## src/rtl/pc_fetch_ctrl_if.sv

```systemverilog
// Handshake and datapath-control bundle between the fetch controller and
// the PC/MAR/MDR/IR registers, memory read port and execute unit.
interface pc_fetch_ctrl_if;
  logic        run;
  logic [31:0] pc_q;
  logic [31:0] pc_d;
  logic        pc_en;
  logic        mar_load;
  logic [31:0] mar_addr;
  logic        mem_rd;
  logic        mem_rdy;
  logic        mdr_load;
  logic        ir_load;
  logic        exec_start;
  logic        exec_done;
  logic        br_taken;
  logic [31:0] br_target;
  logic        halt_req;
  logic        fault;
  logic [2:0]  state;
  logic [31:0] instr_count;

  modport master (
    input  run, pc_q, mem_rdy, exec_done, br_taken, br_target, halt_req,
    output pc_d, pc_en, mar_load, mar_addr, mem_rd, mdr_load, ir_load,
           exec_start, fault, state, instr_count
  );

  modport slave (
    output run, pc_q, mem_rdy, exec_done, br_taken, br_target, halt_req,
    input  pc_d, pc_en, mar_load, mar_addr, mem_rd, mdr_load, ir_load,
           exec_start, fault, state, instr_count
  );
endinterface

```

## src/rtl/pc_fetch_ctrl.sv

```systemverilog
// Fetch/sequence controller: drives PC/MAR/MDR/IR enables through the fetch
// phase, hands off to the execute unit and applies branch redirects.
module pc_fetch_ctrl #(
  parameter logic [31:0] PC_INC  = 32'd1,
  parameter int          TIMEOUT = 16
) (
  input  logic           clk,
  input  logic           clr,
  pc_fetch_ctrl_if.master bus
);

  typedef enum logic [2:0] {
    IDLE   = 3'd0,
    FETCH0 = 3'd1,
    FETCH1 = 3'd2,
    FETCH2 = 3'd3,
    EXEC   = 3'd4,
    HALTED = 3'd5,
    FAULT  = 3'd6
  } state_t;

  localparam logic [7:0] TMO_LAST = 8'(TIMEOUT - 1);

  state_t      state_q, state_n;
  logic [7:0]  cnt_q, cnt_n;
  logic [31:0] count_q, count_n;

  always_ff @(posedge clk or negedge clr) begin
    if (!clr) begin
      state_q <= IDLE;
      cnt_q   <= 8'd0;
      count_q <= 32'd0;
    end else begin
      state_q <= state_n;
      cnt_q   <= cnt_n;
      count_q <= count_n;
    end
  end

  // The timeout counter doubles as the "first EXEC cycle" marker: it is zeroed
  // in FETCH2 and set once EXEC has been occupied, gating exec_start.
  always_comb begin
    state_n         = state_q;
    cnt_n           = cnt_q;
    count_n         = count_q;
    bus.pc_d        = bus.pc_q + PC_INC;
    bus.pc_en       = 1'b0;
    bus.mar_load    = 1'b0;
    bus.mem_rd      = 1'b0;
    bus.mdr_load    = 1'b0;
    bus.ir_load     = 1'b0;
    bus.exec_start  = 1'b0;
    bus.fault       = 1'b0;
    case (state_q)
      IDLE: begin
        if (bus.run) state_n = FETCH0;
      end
      FETCH0: begin
        bus.mar_load = 1'b1;
        cnt_n        = 8'd0;
        state_n      = FETCH1;
      end
      FETCH1: begin
        bus.mem_rd = 1'b1;
        if (bus.mem_rdy) begin
          bus.mdr_load = 1'b1;
          bus.pc_en    = 1'b1;
          state_n      = FETCH2;
        end else if (cnt_q == TMO_LAST) begin
          state_n = FAULT;
        end else begin
          cnt_n = cnt_q + 8'd1;
        end
      end
      FETCH2: begin
        bus.ir_load = 1'b1;
        cnt_n       = 8'd0;
        state_n     = EXEC;
      end
      EXEC: begin
        bus.exec_start = (cnt_q == 8'd0);
        cnt_n          = 8'd1;
        if (bus.exec_done) begin
          count_n = count_q + 32'd1;
          if (bus.halt_req) begin
            state_n = HALTED;
          end else begin
            if (bus.br_taken) begin
              bus.pc_en = 1'b1;
              bus.pc_d  = bus.br_target;
            end
            state_n = bus.run ? FETCH0 : IDLE;
          end
        end
      end
      HALTED: state_n = HALTED;
      FAULT: begin
        bus.fault = 1'b1;
        state_n   = FAULT;
      end
      default: state_n = IDLE;
    endcase
  end

  assign bus.mar_addr    = bus.pc_q;
  assign bus.state       = state_q;
  assign bus.instr_count = count_q;

endmodule

```

## src/flat_wrapper.sv

```systemverilog
// flat-port wrapper written by rule: the top's interface ports become plain ports
module pc_fetch_ctrl_flat 
#(
  parameter logic [31:0] PC_INC  = 32'd1,
  parameter int          TIMEOUT = 16
)
  (clk, clr, bus_run, bus_pc_q, bus_mem_rdy, bus_exec_done, bus_br_taken, bus_br_target, bus_halt_req, bus_pc_d, bus_pc_en, bus_mar_load, bus_mar_addr, bus_mem_rd, bus_mdr_load, bus_ir_load, bus_exec_start, bus_fault, bus_state, bus_instr_count);
  pc_fetch_ctrl_if bus_i ();
  input  logic clk;
  input  logic clr;
  input wire logic [$bits(bus_i.run)-1:0] bus_run;
  input wire logic [$bits(bus_i.pc_q)-1:0] bus_pc_q;
  input wire logic [$bits(bus_i.mem_rdy)-1:0] bus_mem_rdy;
  input wire logic [$bits(bus_i.exec_done)-1:0] bus_exec_done;
  input wire logic [$bits(bus_i.br_taken)-1:0] bus_br_taken;
  input wire logic [$bits(bus_i.br_target)-1:0] bus_br_target;
  input wire logic [$bits(bus_i.halt_req)-1:0] bus_halt_req;
  output wire logic [$bits(bus_i.pc_d)-1:0] bus_pc_d;
  output wire logic [$bits(bus_i.pc_en)-1:0] bus_pc_en;
  output wire logic [$bits(bus_i.mar_load)-1:0] bus_mar_load;
  output wire logic [$bits(bus_i.mar_addr)-1:0] bus_mar_addr;
  output wire logic [$bits(bus_i.mem_rd)-1:0] bus_mem_rd;
  output wire logic [$bits(bus_i.mdr_load)-1:0] bus_mdr_load;
  output wire logic [$bits(bus_i.ir_load)-1:0] bus_ir_load;
  output wire logic [$bits(bus_i.exec_start)-1:0] bus_exec_start;
  output wire logic [$bits(bus_i.fault)-1:0] bus_fault;
  output wire logic [$bits(bus_i.state)-1:0] bus_state;
  output wire logic [$bits(bus_i.instr_count)-1:0] bus_instr_count;
  assign bus_i.run = bus_run;
  assign bus_i.pc_q = bus_pc_q;
  assign bus_i.mem_rdy = bus_mem_rdy;
  assign bus_i.exec_done = bus_exec_done;
  assign bus_i.br_taken = bus_br_taken;
  assign bus_i.br_target = bus_br_target;
  assign bus_i.halt_req = bus_halt_req;
  assign bus_pc_d = bus_i.pc_d;
  assign bus_pc_en = bus_i.pc_en;
  assign bus_mar_load = bus_i.mar_load;
  assign bus_mar_addr = bus_i.mar_addr;
  assign bus_mem_rd = bus_i.mem_rd;
  assign bus_mdr_load = bus_i.mdr_load;
  assign bus_ir_load = bus_i.ir_load;
  assign bus_exec_start = bus_i.exec_start;
  assign bus_fault = bus_i.fault;
  assign bus_state = bus_i.state;
  assign bus_instr_count = bus_i.instr_count;
  pc_fetch_ctrl #(.PC_INC(PC_INC), .TIMEOUT(TIMEOUT)) u_core (.clk(clk), .clr(clr), .bus(bus_i));
endmodule
```

## config.mk

```make
export PLATFORM = sky130hd
export DESIGN_NAME = pc_fetch_ctrl_flat
export DESIGN_NICKNAME = d
export VERILOG_FILES = /design/src/rtl/pc_fetch_ctrl_if.sv /design/src/rtl/pc_fetch_ctrl.sv /design/src/flat_wrapper.sv
export SDC_FILE = /design/constraint.sdc
export NUM_CORES = 1
export LEC_CHECK = 0
export ABC_CLOCK_PERIOD_IN_PS = 5600
export BUFFER_PORTS_ARGS = -buffer_cell sky130_fd_sc_hd__buf_2
export CAP_MARGIN = 5
export CORE_MARGIN = 3
export CORE_UTILIZATION = 35
export CTS_BUF_LIST = sky130_fd_sc_hd__clkbuf_16
export DETAILED_ROUTE_END_ITERATION = 8
export GPL_ROUTABILITY_DRIVEN = 0
export PLACE_DENSITY = 0.7
export SLEW_MARGIN = 10
export SYNTH_ARGS = -nofsm -noshare
export SYNTH_HDL_FRONTEND = slang
export SYNTH_SLANG_ARGS = --single-unit
export TNS_END_PERCENT = 50
```

## constraint.sdc

```tcl
create_clock -name clk -period 5.6 [get_ports clk]
set_clock_uncertainty 0.2 [all_clocks]
set_input_delay 0.84 -clock clk [delete_from_list [all_inputs] [get_ports clk]]
set_output_delay 0.84 -clock clk [all_outputs]
set_load 0.1 [all_outputs]
```

== Yosys cells after proc, flatten, opt, wreduce, memory -nomap -nowiden ==
Index checks and enable logic that the tools add are counted.

* Add/sub/neg operators: 3
* Multiply operators: 0
* Div/mod/pow operators: 0
* Magnitude comparators: 0
* Eq/ne operators: 12
* Shift operators: 0
* Multiplexer cells: 25
* Bitwise logic cells: 0
* Reductions and logical operators: 7

{| class="wikitable"
|+ Operators by type and width
! cell !! number
|-
| $mux 32 || 4
|-
| $add 32x1->32 const B || 2
|-
| $pmux 8 s3 || 1
|-
| $pmux 3 s7 || 1
|-
| $mux 8 || 2
|-
| $mux 3 || 5
|-
| $mux 1 || 11
|-
| $eq 3x3->1 const B || 3
|-
| $add 8x1->8 const B || 1
|-
| $eq 8x4->1 const B || 1
|-
| $logic_not 8->1 || 1
|-
| $ne 2x2->1 const B || 4
|-
| $eq 3x2->1 const B || 2
|-
| $reduce_and 3->1 || 2
|-
| $eq 3x1->1 const B || 1
|-
| $logic_not 3->1 || 1
|-
| $ne 3x2->1 const B || 1
|-
| $reduce_bool 3->1 || 1
|-
| $pmux 1 s2 || 1
|-
| $reduce_and 2->1 || 1
|-
| $reduce_or 2->1 || 1
|}

* Register bits: 43
* Latch bits: 0
* RAM bits: 0
* Memory bits (read-only): 0
* Bits of input ports: 71
* Output and inout bits: 106
* Logic and storage cells: 50
* Memories kept: 0

== Depth between registers and ports, before layout ==
Gate-level depths: netlist of the first run.

* Word-level depth: 5
* Gate-level depth with buffers: 7
* Mapped depth without buffers: 5

== Worst setup path before layout of the first run ==
No wires, ideal clock.

* Path type: register to output
* Start: register u_core.state_q[1] (netlist: u_core.bus.state[1])
* End: output bus_pc_en
* Arrival: 4.203 ns
* Data required time: 4.560 ns
* Path slack: 0.357 ns
* Cell stages (with the launch flop): 5
* Buffers on the path: 0
* Cells stage by stage: dfrtp_1 > nand2b_1 > nor2_1 > and2_1 > nand2b_1

* Longest elaborated chain between the ends: 2
* Elaborated cells on any way between the ends: 3
* Classes of those cells: 2 x eq/ne; 1 x mux

{| class="wikitable"
|+ RTL lines
! item !! line !! text
|-
| start, declared || pc_fetch_ctrl.sv:24 || <nowiki>state_t state_q, state_n;</nowiki>
|-
| start signal, assigned || pc_fetch_ctrl.sv:34 || <nowiki>state_q <= state_n;</nowiki>
|-
| $eq 3x3->1 or $eq 3x2->1 (tied branches) || pc_fetch_ctrl.sv:54 || <nowiki>case (state_q)</nowiki>
|-
| $pmux 1 s2 * || pc_fetch_ctrl.sv:54 ||
|-
| end, declared || flat_wrapper.sv:19 || <nowiki>output wire logic [$bits(bus_i.pc_en)-1:0] bus_pc_en;</nowiki>
|}

Mark *: on every way between the ends. The rest lies on a longest branch, timed or not.

== Worst setup path in the final report of the first run ==
* Start: input bus_pc_q[0]
* End: output bus_pc_d[26]

* Longest elaborated chain between the ends: 5

{| class="wikitable"
|+ RTL lines
! item !! line !! text
|-
| start, declared || flat_wrapper.sv:12 || <nowiki>input wire logic [$bits(bus_i.pc_q)-1:0] bus_pc_q;</nowiki>
|-
| $add 32x1->32 * || pc_fetch_ctrl.sv:46 || <nowiki>bus.pc_d = bus.pc_q + PC_INC;</nowiki>
|-
| $mux 32 || pc_fetch_ctrl.sv:88 || <nowiki>if (bus.br_taken) begin</nowiki>
|-
| $mux 32 || pc_fetch_ctrl.sv:85 || <nowiki>if (bus.halt_req) begin</nowiki>
|-
| $mux 32 || pc_fetch_ctrl.sv:83 || <nowiki>if (bus.exec_done) begin</nowiki>
|-
| $mux 32 * || pc_fetch_ctrl.sv:54 ||
|-
| end, declared || flat_wrapper.sv:18 || <nowiki>output wire logic [$bits(bus_i.pc_d)-1:0] bus_pc_d;</nowiki>
|}

Marked as above.

==> impl_metrics.csv, run 1 <==
group,metric,value,unit
outcome,status,"finished clean",
sta,max_slew_margin,36.5,%
setup_path,cp-end-kind,"primary output",
grt,grt.total_usage,16.9,%
placement,place_area,4170,um2
pwr,switchingPower,881,uW
flow_run,drv_cap,0,
setup_path,critPathMaxStageDelay,0.57,ns
layout,n_antenna_cell,0,
clocking,cts.path.max_buffers,2,
route,drc,0,
pwr,power_leakage,2.11,nW
placement,port_buffers,176,
logic_synthesis,yosys.area.top_type,"dfrtp_1",
sta,fin_crit,4.18,ns
setup_path,cp.required,4.56,ns
grt,antenna_found_initial,0,
clocking,post_cts_buffers,0,
layout,multi_input_area,1960,um2
clocking,h-tree-depth,2,
sta,holdWs,0.267,ns
grt,met2_usage,29.5,%
route,routed_via_density,5.29,
logic_synthesis,syn_inst,428,
route,antenna_left,0,
logic_synthesis,yosys_warnings,0,
setup_path,crit_slowest_cell,"or3_1",
setup_path,cp_num_buf_inv,2,
logic_synthesis,synthTopCellsByCount,"dfrtp_1 (43), nand2_1 (38), buf_4 (34)",
setup_path,crit_type,"in -> out",
logic_synthesis,ys_top_cells_by_area,"dfrtp_1 (31%), xor2_1 (7.6%), buf_4 (7.4%)",
logic_synthesis,synth_area_per_cell,8.03,um2
sta,setup_violations,0,
route,vias,3645,
pwr,ir_drop,0.000298,V
sta,max_clock_freq,0.239,GHz
route,drt_iter0_drc,152,
floorplanning,dieArea,11000,um2
sta,worst_pin_slew,0.953,ns
clocking,cts_root_buf,"clkbuf_16",
clocking,clock_sinks,43,
grt,grt_use_met3,3.71,%
grt,top_usage_layer,"met2",
logic_synthesis,synth_seq_area_share,31.3,%
grt,grt_pass1_vias,3344,
clocking,cts_buffers,5,
logic_synthesis,yosys.cell_count.top_type,"dfrtp_1",
clocking,postCtsResizedCells,0,
min_path,hp-class,"reg -> reg",
grt,grt-ovfl-total,0,
grt,grt_start_max_net_pins,44,
route,wl,9.65,mm
pwr,internal_power,655,uW
sta,rsz0062_at_grt,"false",
layout,layout.nets,634,
grt,grtUsageMet1,20.7,%
setup_path,crit_path_start_kind,"input port",
setup_path,cp_max_fo,10,
pwr,seqPwrFrac,26.2,%
floorplanning,die_height,105,um
logic_synthesis,synth_top_area_share,31.3,%
placement,place_hpwl,7.55,mm
floorplanning,ios,177,
layout,final_area,4310,um2
route,first_pass_iters,4,
sta,hold_viol,0,
logic_synthesis,synthArstFlopShare,100,%
setup_path,path_common_cell,"buf_2",
setup_path,path_cells,"buf_2 > ha_1 > nand4_2 > or3_1 > or4_1 > a31oi_1 > buf_2",
logic_synthesis,synth_seq_cells,43,
logic_synthesis,synthFlopType,"dfrtp_1",
floorplanning,fp-row-count,35,
sta,slew_violations,0,
layout,fillers,970,
logic_synthesis,synth_edf_count,0,
pwr,power_frac_clock,18.0,%
logic_synthesis,syn_area,3440,um2
setup_path,path_delay_family,"simple AND/OR/NAND/NOR gates",
pwr,powerDensity,356,nW/um2
clocking,clock_latency,0.28,ns
setup_path,cp_data_arrival_time,3.14,ns
sta,fin_tns_setup,0,ns
clocking,cts_tree,"done",
layout,syn2layout_area_growth,25.3,%
clocking,clk_pin_slew,0.06,ns
route,wl_per_cell,14.0,um
floorplanning,initial_core_util,36.7,%
logic_synthesis,syn-num-nets,503,
floorplanning,fp.coreArea,9370,um2
pwr,swShare,57.4,%
layout,drive_gt1_share,33.9,%
grt,grt_pass1_wl,15.8,mm
sta,period_share,74.7,%
pwr,power_frac_comb,55.9,%
floorplanning,die_x,105,um
logic_synthesis,yosysUniqueCellTypes,42,
layout,seqCellArea,1080,um2
clocking,ctsHoldBuffers,0,
==> layer usage <==
layer	routed length, um	part of all wire (%)	vias to the layer above
li1	-	-	1783
met1	3910	41	1703
met2	4900	51	144
met3	676	7.0	15
met4	157	1.6	0
met5	0	0	-
==> layout by cell type (no fill, tap or decap), types with 2 or more instances in the layout <==
| cell type | Yosys | layout |
|---|---|---|
| and2_1 | 4 | 4 |
| dfrtp_1 | 43 | 43 |
| nand4_1 | 14 | 14 |
| inv_1 | 15 | 16 |
| and3b_1 | 2 | 2 |
| o21ai_0 | 21 | 21 |
| nand2b_1 | 5 | 5 |
| or4_1 | 21 | 21 |
| ha_1 | 4 | 4 |
| a21oi_1 | 6 | 6 |
| xor2_1 | 30 | 30 |
| buf_4 | 34 | 2 |
| buf_2 | 4 | 175 |
| nand2_1 | 38 | 38 |
| a31oi_1 | 17 | 17 |
| o31ai_1 | 15 | 15 |
| and3_1 | 7 | 7 |
| xnor2_1 | 16 | 16 |
| clkbuf_16 | 0 | 5 |
| nor2_1 | 29 | 29 |
| nor4_1 | 14 | 14 |
| and4_1 | 6 | 6 |
| nand3_1 | 27 | 27 |
| or3_1 | 7 | 7 |
| nor3_1 | 17 | 17 |
==> power by group through the flow <==
stage                     registers [mW]  logic (mW)  clock network (mW)
final                              0.402       0.858               0.276
after global routing               0.413       0.901               0.299
after CTS                          0.402       0.862               0.281
after detailed placement           0.408       0.861                   0
after global placement             0.404       0.856                   0
after floorplan                    0.559       0.563                   0
==> final cells by class <==
class | count | area share [%]
Sequential cell | 43 | 25.0
Multi-Input combinational cell | 316 | 45.6
Timing Repair Buffer | 178 | 21.1
Clock buffer | 5 | 2.90
Inverter | 15 | 1.31
Tap cell | 129 | 3.75
Clock inverter | 3 | 0.377
==> path summary, 6_finish.rpt <==
path	from	to	slack (ns)	cells after the start
worst max register to register	u_core.bus.state[1]$_DFFE_PN0P_	u_core.bus.instr_count[29]$_DFFE_PN0P_	3.02	5
worst max-delay path	bus_pc_q[0]	bus_pc_d[26]	1.42	7
worst min register to register	u_core.bus.instr_count[31]$_DFFE_PN0P_	u_core.bus.instr_count[31]$_DFFE_PN0P_	0.27	1
min in group asynchronous	clr	u_core.bus.instr_count[28]$_DFFE_PN0P_	0.51	1
worst min-delay path	u_core.bus.instr_count[31]$_DFFE_PN0P_	u_core.bus.instr_count[31]$_DFFE_PN0P_	0.27	1
max in group asynchronous	clr	u_core.cnt_q[4]$_DFFE_PN0P_	4.09	1
==> metrics by stage <==
step | instances | util (%) | total power, mW | worst slack (ns)
3_3_place_gp | 681 | 44.5 | 1.26 | 1.43
3_5_place_dp | 681 | 44.5 | 1.27 | 1.40
5_1_grt | 689 | 46.0 | 1.61 | 1.23
4_1_cts | 689 | 46.0 | 1.55 | 1.39
6_report | 689 | 46.0 | 1.54 | 1.42
2_1_floorplan | 428 | - | 1.12 | 0.357
==> sequential cells by signal (all words and copies together), names as in the netlist <==
| register | count |
|---|---|
| u_core.cnt_q | 8 |
| u_core.bus.instr_count | 32 |
| u_core.bus.state | 3 |
==> cells by family (layout without fill, tap and decap cells) <==
family / after synthesis / in the layout / share of synthesized area, %
simple gates: 200 / 200 / 32.0
flops: 43 / 43 / 31.3
fa+ha+maj: 4 / 4 / 1.46
mux: 2 / 2 / 0.619
buf+inv: 69 / 201 / 11.6
xor+xnor: 46 / 46 / 11.7
compound gates: 64 / 64 / 11.4
Power figures use the tool's default switching activity.
==> run 2, diff against run 1 <==
--- a/config.mk
+++ b/config.mk
@@ -5,7 +5,7 @@
 export SDC_FILE = /design/constraint.sdc
 export NUM_CORES = 1
 export LEC_CHECK = 0
-export ABC_CLOCK_PERIOD_IN_PS = 5600
+export ABC_CLOCK_PERIOD_IN_PS = 4150
 export BUFFER_PORTS_ARGS = -buffer_cell sky130_fd_sc_hd__buf_2
 export CAP_MARGIN = 5
 export CORE_MARGIN = 3
==> constraint.sdc (replaced) <==
create_clock -name clk -period 4.15 [get_ports clk]
set_clock_uncertainty 0.2 [all_clocks]
set_input_delay 0.6225 -clock clk [delete_from_list [all_inputs] [get_ports clk]]
set_output_delay 0.6225 -clock clk [all_outputs]
set_load 0.1 [all_outputs]
==> impl_metrics.csv, run 2 (synthesis gave the netlist of run 1 again) <==
group,metric,value,unit
grt,grt_pass1_vias,3444,
floorplanning,die_x,105,um
grt,grt.total_usage,17.2,%
floorplanning,fp-row-count,35,
placement,pre_cts_ws,0.544,ns
pwr,power_frac_comb,56.7,%
sta,setup_ws,0.529,ns
layout,syn2layout_area_growth,33.9,%
outcome,status,"finished clean",
sta,holdWs,0.269,ns
clocking,cts_tree,"done",
pwr,seqPwrFrac,25.3,%
sta,slew_violations,0,
min_path,hp-class,"reg -> reg",
sta,fin_crit,3.62,ns
grt,antenna_found_initial,0,
setup_path,r2r_start,"u_core.bus.state[2]$_DFFE_PN0P_",
setup_path,cp.required,3.33,ns
floorplanning,fp.coreArea,9370,um2
route,drc,0,
sta,max_clock_freq,0.276,GHz
clocking,postCtsResizedCells,0,
setup_path,cp_num_buf_inv,2,
setup_path,cp_max_fo,10,
route,wl,9.60,mm
floorplanning,initial_core_util,36.7,%
route,antenna_left,0,
setup_path,crit_type,"in -> out",
pwr,powerDensity,470,nW/um2
clocking,clk_pin_slew,0.06,ns
pwr,internal_power,944,uW
setup_path,crit_path_start_kind,"input port",
clocking,cts_buffers,5,
setup_path,path_delay_family,"simple AND/OR/NAND/NOR gates",
setup_path,cp_data_arrival_time,2.80,ns
setup_path,cp-end-kind,"primary output",
clocking,cts.path.max_buffers,2,
sta,setup_violations,0,
sta,period_share,87.3,%
clocking,clock_latency,0.28,ns
route,wl_per_cell,13.9,um
clocking,cts_root_buf,"clkbuf_16",
grt,grt_pass1_wl,16.1,mm
layout,layout_common_cells,"buf_2 (157), dfrtp_1 (43), nand2_1 (38)",
setup_path,startpoint,"bus_pc_q[0]",
route,first_pass_iters,5,
clocking,clock_sinks,43,
sta,fin_tns_setup,0,ns
layout,final_area,4600,um2
placement,place_area,4450,um2
setup_path,ff2ff_path_depth,5,
min_path,holdPathStages,1,
pwr,power_frac_clock,18.1,%
pwr,finalPower,2.16,mW
layout,layout.cells.non_filler,690,
route,vias,3624,
setup_path,path_cells,"buf_2 > ha_1 > nand4_2 > or3_1 > or4_1 > a31oi_1 > buf_12",
flow_run,drv_cap,0,
placement,placed_cells,682,
setup_path,worst-path-stages,7,
layout,final_common_cell,"buf_2",
pwr,ir_drop,0.000452,V
setup_path,crit_slowest_cell,"or3_1",
sta,rsz0062_at_grt,"false",
pwr,power_leakage,2.21,nW
pwr,switchingPower,1.22,mW
sta,max_slew_margin,37.1,%
layout,layout.nets,635,
clocking,post_cts_buffers,0,
floorplanning,die_height,105,um
placement,port_buffers,176,
route,drt_iter0_drc,153,
pwr,swShare,56.4,%
layout,post-route-util,49.1,%
sta,worst_pin_slew,0.943,ns
grt,grt_start_max_net_pins,44,
min_path,hold_start,"u_core.bus.instr_count[31]$_DFFE_PN0P_",
grt,grt-ovfl-total,0,
layout,largest_reg_flops,32,
layout,n_antenna_cell,0,
placement,place_hpwl,7.64,mm
sta,hold_viol,0,
floorplanning,dieArea,11000,um2
route,routed_via_density,5.25,
setup_path,critPathMaxStageDelay,0.57,ns
clocking,h-tree-depth,2,
floorplanning,ios,177,
layout,drive_gt1_share,34.6,%
clocking,ctsHoldBuffers,0,
==> run 2: changes by cell type in the layout (fill, tap and decap cells not counted), sizes merged <==
| cell | before | now |
|---|---|---|
| inv | 16 | 15 |
| buf | 178 | 179 |
| clkinv | 1 | 2 |
==> run 2: power by group through the flow <==
stage	logic (mW)	registers (mW)	clock network [mW]
2_1_floorplan	0.762	0.755	0
5_1_grt	1.29	0.559	0.429
3_3_place_gp	1.22	0.550	0
3_5_place_dp	1.23	0.553	0
4_1_cts	1.23	0.544	0.399
6_report	1.23	0.546	0.391
==> run 2: layout make-up <==
class                           count  area (um2)
Tap cell                          129         161
Fill cell                         936        4770
Clock inverter                      3        25.0
Multi-Input combinational cell    316        1970
Clock buffer                        5         125
Inverter                           15        56.3
Timing Repair Buffer              179        1190
Sequential cell                    43        1080
==> run 2: worst reg2reg max path, cell delays in order (launching register included) <==
cell	delay, ns
dfrtp_1	0.57
nor4bb_2	0.27
buf_4	0.21
nand4_1	0.58
nor4_1	0.51
xor2_1	0.18
==> run 2: per-layer routing <==
layer  vias to the layer above  global-route usage (%)  share of wire, %
met5                         -                       0                 0
met4                         0                    3.94              0.96
met3                         8                    4.82               7.1
met2                       129                    29.5                50
met1                      1695                    21.3                42
li1                       1792                       -                 -
==> run 2: path summary, 6_finish.rpt <==
check,to,slack [ns]
max,bus_pc_d[26],0.53
min,u_core.bus.instr_count[31]$_DFFE_PN0P_,0.27
max reg2reg,u_core.bus.instr_count[29]$_DFFE_PN0P_,1.56
min reg2reg,u_core.bus.instr_count[31]$_DFFE_PN0P_,0.27
max in group asynchronous,u_core.cnt_q[4]$_DFFE_PN0P_,2.88
min in group asynchronous,u_core.bus.instr_count[19]$_DFFE_PN0P_,0.28
